<file path="src/rtl/mc_defs.sv">
// Shared definitions for the multicycle MIPS main control:
// opcodes, state codes, ALUOp codes and datapath mux selects.
`default_nettype none

package mc_defs;

  localparam logic [5:0] OP_RTYPE = 6'b000000;
  localparam logic [5:0] OP_LW    = 6'b100011;
  localparam logic [5:0] OP_SW    = 6'b101011;
  localparam logic [5:0] OP_BEQ   = 6'b000100;
  localparam logic [5:0] OP_J     = 6'b000010;
  localparam logic [5:0] OP_ADDI  = 6'b001000;

  typedef enum logic [3:0] {
    S_FETCH   = 4'd0,
    S_DECODE  = 4'd1,
    S_MEMADR  = 4'd2,
    S_MEMRD   = 4'd3,
    S_MEMWB   = 4'd4,
    S_MEMWR   = 4'd5,
    S_EXEC    = 4'd6,
    S_RTYPEWB = 4'd7,
    S_BEQ     = 4'd8,
    S_JUMP    = 4'd9,
    S_ADDIEX  = 4'd10,
    S_ADDIWB  = 4'd11
  } state_t;

  // Shared with alucontrol
  localparam logic [1:0] ALUOP_ADD   = 2'b00;
  localparam logic [1:0] ALUOP_SUB   = 2'b01;
  localparam logic [1:0] ALUOP_FUNCT = 2'b10;

  localparam logic [1:0] SRCB_REG   = 2'b00;
  localparam logic [1:0] SRCB_FOUR  = 2'b01;
  localparam logic [1:0] SRCB_IMM   = 2'b10;
  localparam logic [1:0] SRCB_IMMSH = 2'b11;

  localparam logic [1:0] PCSRC_ALU    = 2'b00;
  localparam logic [1:0] PCSRC_ALUOUT = 2'b01;
  localparam logic [1:0] PCSRC_JUMP   = 2'b10;

endpackage

`default_nettype wire

</file>
<file path="src/rtl/mc_control.sv">
// Multicycle MIPS main-control FSM: sequences datapath enables per step,
// stalling FETCH/MEMRD/MEMWR on mem_ready.
`default_nettype none

module mc_control
  import mc_defs::*;
(
  input  logic       clk,
  input  logic       reset,
  input  logic [5:0] Op,
  input  logic       mem_ready,
  output logic       PCWrite,
  output logic       PCWriteCond,
  output logic       IorD,
  output logic       MemRead,
  output logic       MemWrite,
  output logic       MemtoReg,
  output logic       IRWrite,
  output logic       ALUSrcA,
  output logic       RegWrite,
  output logic       RegDst,
  output logic [1:0] PCSource,
  output logic [1:0] ALUOp,
  output logic [1:0] ALUSrcB,
  output logic       illegal_op,
  output logic [3:0] state
);

  state_t r_state;
  state_t w_next;

  always_ff @(posedge clk) begin
    if (reset) r_state <= S_FETCH;
    else       r_state <= w_next;
  end

  always_comb begin
    w_next = S_FETCH;
    case (r_state)
      S_FETCH:  w_next = mem_ready ? S_DECODE : S_FETCH;
      S_DECODE: begin
        case (Op)
          OP_LW, OP_SW: w_next = S_MEMADR;
          OP_RTYPE:     w_next = S_EXEC;
          OP_BEQ:       w_next = S_BEQ;
          OP_J:         w_next = S_JUMP;
          OP_ADDI:      w_next = S_ADDIEX;
          default:      w_next = S_FETCH;
        endcase
      end
      S_MEMADR:  w_next = (Op == OP_LW) ? S_MEMRD : S_MEMWR;
      S_MEMRD:   w_next = mem_ready ? S_MEMWB : S_MEMRD;
      S_MEMWR:   w_next = mem_ready ? S_FETCH : S_MEMWR;
      S_EXEC:    w_next = S_RTYPEWB;
      S_ADDIEX:  w_next = S_ADDIWB;
      default:   w_next = S_FETCH;
    endcase
  end

  // Moore decode; reset masks everything so no write leaks during reset
  always_comb begin
    PCWrite     = 1'b0;
    PCWriteCond = 1'b0;
    IorD        = 1'b0;
    MemRead     = 1'b0;
    MemWrite    = 1'b0;
    MemtoReg    = 1'b0;
    IRWrite     = 1'b0;
    ALUSrcA     = 1'b0;
    RegWrite    = 1'b0;
    RegDst      = 1'b0;
    PCSource    = PCSRC_ALU;
    ALUOp       = ALUOP_ADD;
    ALUSrcB     = SRCB_REG;
    illegal_op  = 1'b0;
    if (!reset) begin
      case (r_state)
        S_FETCH: begin
          MemRead = 1'b1;
          ALUSrcB = SRCB_FOUR;
          IRWrite = mem_ready;
          PCWrite = mem_ready;
        end
        S_DECODE: begin
          ALUSrcB = SRCB_IMMSH;
          case (Op)
            OP_LW, OP_SW, OP_RTYPE, OP_BEQ, OP_J, OP_ADDI: illegal_op = 1'b0;
            default:                                       illegal_op = 1'b1;
          endcase
        end
        S_MEMADR, S_ADDIEX: begin
          ALUSrcA = 1'b1;
          ALUSrcB = SRCB_IMM;
        end
        S_MEMRD: begin
          MemRead = 1'b1;
          IorD    = 1'b1;
        end
        S_MEMWB: begin
          MemtoReg = 1'b1;
          RegWrite = 1'b1;
        end
        S_MEMWR: begin
          MemWrite = 1'b1;
          IorD     = 1'b1;
        end
        S_EXEC: begin
          ALUSrcA = 1'b1;
          ALUOp   = ALUOP_FUNCT;
        end
        S_RTYPEWB: begin
          RegDst   = 1'b1;
          RegWrite = 1'b1;
        end
        S_BEQ: begin
          ALUSrcA     = 1'b1;
          ALUOp       = ALUOP_SUB;
          PCWriteCond = 1'b1;
          PCSource    = PCSRC_ALUOUT;
        end
        S_JUMP: begin
          PCWrite  = 1'b1;
          PCSource = PCSRC_JUMP;
        end
        S_ADDIWB: RegWrite = 1'b1;
        default: ;
      endcase
    end
  end

  assign state = r_state;

endmodule

`default_nettype wire

</file>
<file path="config.mk">
export PLATFORM = sky130hd
export DESIGN_NAME = mc_control
export DESIGN_NICKNAME = d
export VERILOG_FILES = /design/src/rtl/mc_defs.sv /design/src/rtl/mc_control.sv
export SDC_FILE = /design/constraint.sdc
export NUM_CORES = 1
export LEC_CHECK = 0
export ABC_CLOCK_PERIOD_IN_PS = 1700
export BUFFER_PORTS_ARGS = -buffer_cell sky130_fd_sc_hd__clkbuf_2
export CAP_MARGIN = 20
export CORE_AREA = 10 10 47 49
export DETAILED_ROUTE_END_ITERATION = 12
export DIE_AREA = 0 0 57 59
export PLACE_DENSITY = 0.76
export SLEW_MARGIN = 10
export SYNTH_ARGS = -nofsm -noshare
export SYNTH_HDL_FRONTEND = slang
export SYNTH_SLANG_ARGS = --single-unit
</file>
<file path="constraint.sdc">
create_clock -name clk -period 1.7 [get_ports clk]
set_input_delay 0.34 -clock clk [delete_from_list [all_inputs] [get_ports clk]]
set_output_delay 0.34 -clock clk [all_outputs]
set_load 0.02 [all_outputs]
</file>
==> results_dict.tcl <==
set metrics [dict create \
    clockBufferDepth 2 \
    die_y_um 59 \
    cp.arrival_ns 1.35 \
    fin_nets 129 \
    clk_latency_ns 0.24 \
    grt_max_degree 13 \
    hold_viol 0 \
    vias 760 \
    drt_iter0_markers 12 \
    diodes 0 \
    drt-pass1-iter-count 4 \
    fin_worst_skew_ns 0.0132 \
    rsz0062_at_grt "yes" \
    cts_htree_levels 1 \
    route.detailed.drc 0 \
    worst_pin_slew_ns 0.362 \
    die-area_sq_mm 0.00336 \
    crit_buf_inv 2 \
    syn-instance-count 84 \
    grt_first_pass_wirelength_um 3280 \
    yosysWarnings 0 \
    numPortBuffers 29 \
    seq_area_frac_synth_pct 14.4 \
    postSynthAreaPerCell_sq_um 6.63 \
    cts_made_buffers 3 \
    setup.worst_path.end_class "output port" \
    die_w_um 57 \
    area_growth_syn_to_layout_pct 51.7 \
    final.period_utilization_pct 99.5 \
    placed_area_sq_um 756 \
    crit_chain "buf_6, nand2b_1, nand2_1, o22a_1, nor2_1, buf_4" \
    start_kind "register" \
    path_max_fanout 9 \
    wl_um 1940 \
    grt_antenna_before_repair 0 \
    ys_seq_elements 4 \
    grt_pass1_vias 725 \
    gp_congestion 0.886 \
    syn_nets 93 \
    avgRoutedWirePerCell_um 14.5 \
    num_rows 14 \
    coreArea_sq_mm 0.00140 \
    critPathKind "reg -> out" \
    setup_violations 0 \
    total_power_w 0.000353 \
    synth_area_sq_um 557 \
    hold_path.class "in -> reg" \
    drv_slew 0 \
    period_needed_ns 1.69 \
    hpwlAfterDp_um 1540 \
    cp_data_required_time_ns 1.36 \
    run_status "completed" \
    layout-drive-gt1-share_pct 49.2 \
    p_leak_nw 0.393 \
    slowest_delay_ns 0.33 \
    cp_top_family "flip-flops" \
    io_pins 30 \
    yosys.cell_types.count 34 \
    slowest_stage "dfxtp_2" \
    largest_reg_flops 4 \
    cap_violations 0 \
    ant_nets 0 \
    power_density_mw_per_mm2 418 \
    peakVddDrop_mv 0.432 \
    cts.sink_count 4 \
    root_buffer "clkbuf_4" \
    slew-limit-headroom_pct 75.3 \
    grt-ovfl-total 0 \
    fmaxAchievable_mhz 591 \
    via_per_inst 5.67 \
    cts_tree "built" \
    clk_transition_reported_paths_ns 0.05 \
    design_area_sq_um 845 \
    track_usage_pct 11.5 \
    layout_commonest_cell "clkbuf_2" \
    initial_core_util_pct 39.7 \
    layout_common_cells "25 x clkbuf_2, 12 x buf_4, 9 x nor2_1" \
]
-- layer usage --
metal | vias up | wire, um | track usage, %
li1 | 386 | - | -
met2 | 26 | 919 | 18.9
met4 | 0 | 14 | 3.02
met5 | - | 0 | 0
met1 | 346 | 864 | 13.6
met3 | 2 | 142 | 4.29
-- through the flow --
| stage | hold slack, ns | setup WS [ns] | setup TNS (ns) | std cells | util (%) |
|---|---|---|---|---|---|
| 6_report | 0.468 | 0.00923 | 0 | 134 | 60.3 |
| 3_3_place_gp | 0.682 | 0.152 | 0 | 130 | 53.9 |
| 4_1_cts | 0.440 | 0.00102 | 0 | 133 | 57.4 |
| 2_1_floorplan | 0.584 | -0.0177 | -0.0345 | 84 | - |
| 5_1_grt | 0.473 | -0.0418 | -0.0812 | 134 | 60.3 |
| 3_5_place_dp | 0.690 | 0.0985 | 0 | 130 | 53.9 |
-- layout make-up --
class	count	area, sq um
Clock buffer	3	22.5
Fill cell	136	557
Inverter	2	7.51
Multi-Input combinational cell	70	475
Sequential cell	4	87.6
Tap cell	16	20.0
Timing Repair Buffer	39	231
-- tightest hold or removal path, cell delays in order --
cell and delay [ns]:
clkbuf_2 0.11, buf_4 0.16, nor3_2 0.05
-- cell families (layout without fill, tap and decap cells) --
| group | after synthesis | in the layout | share of synthesized area [%] |
|---|---|---|---|
| buf+inv | 10 | 44 | 8.76 |
| compound gates | 22 | 22 | 28.1 |
| simple gates | 46 | 46 | 45.6 |
| xor+xnor | 2 | 2 | 3.15 |
| flops | 4 | 4 | 14.4 |
-- final timing paths --
kind                                from        to  slack, ns  cells past startpoint
worst max-delay path            state[1]  RegWrite      0.009                      6
worst min-delay path               reset  state[3]       0.47                      3
worst max register to register  state[1]  state[3]       0.26                      4
worst min register to register  state[2]  state[3]       0.61                      2
-- power breakdown --
part	switching, W	total (W)	internal (W)
Combinational	0.0000782	0.000128	0.0000501
Clock	0.0000446	0.000124	0.0000793
Sequential	0.00000464	0.000101	0.0000960
-- what timing repair did --
action	in CTS	in global routing
gates resized for setup	10	14
pin swaps	0	1
setup buffers	0	1
endpoints found under the setup margin	6	6
hold buffers	0	0
-- cell usage after synthesis --
| cell | instances | share of area [%] |
|---|---|---|
| dfxtp_1 | 4 | 14 |
| and3_1 | 3 | 3.4 |
| o41ai_1 | 1 | 1.6 |
| clkbuf_1 | 6 | 4.0 |
| nand4b_1 | 1 | 1.6 |
| nor2b_1 | 3 | 3.4 |
| o31ai_1 | 1 | 1.3 |
| a21o_1 | 2 | 2.7 |
| a211oi_1 | 2 | 2.7 |
| buf_4 | 1 | 1.3 |
| nor3_1 | 9 | 8.1 |
| or4_4 | 1 | 2.0 |
| o21ai_0 | 3 | 2.7 |
| or3_1 | 1 | 1.1 |
| inv_1 | 2 | 1.3 |
| o31a_1 | 2 | 3.1 |
| o22a_1 | 1 | 1.6 |
| a2111oi_0 | 1 | 1.6 |
| a32o_1 | 1 | 1.8 |
| o311ai_0 | 1 | 1.6 |
| nand2b_1 | 5 | 5.6 |
| o21a_1 | 1 | 1.3 |
| buf_6 | 1 | 2.0 |
| nor2_1 | 10 | 6.7 |
| xor2_1 | 2 | 3.1 |
| nor3_2 | 1 | 1.8 |
| nand3_1 | 1 | 0.90 |
| or2_2 | 1 | 1.1 |
| o22ai_1 | 1 | 1.1 |
| a31oi_1 | 2 | 2.2 |
| a21oi_1 | 3 | 2.7 |
| nand2_1 | 4 | 2.7 |
| nor4_1 | 4 | 4.5 |
| nor3b_1 | 2 | 2.7 |
(Power assumes the default switching activity.)
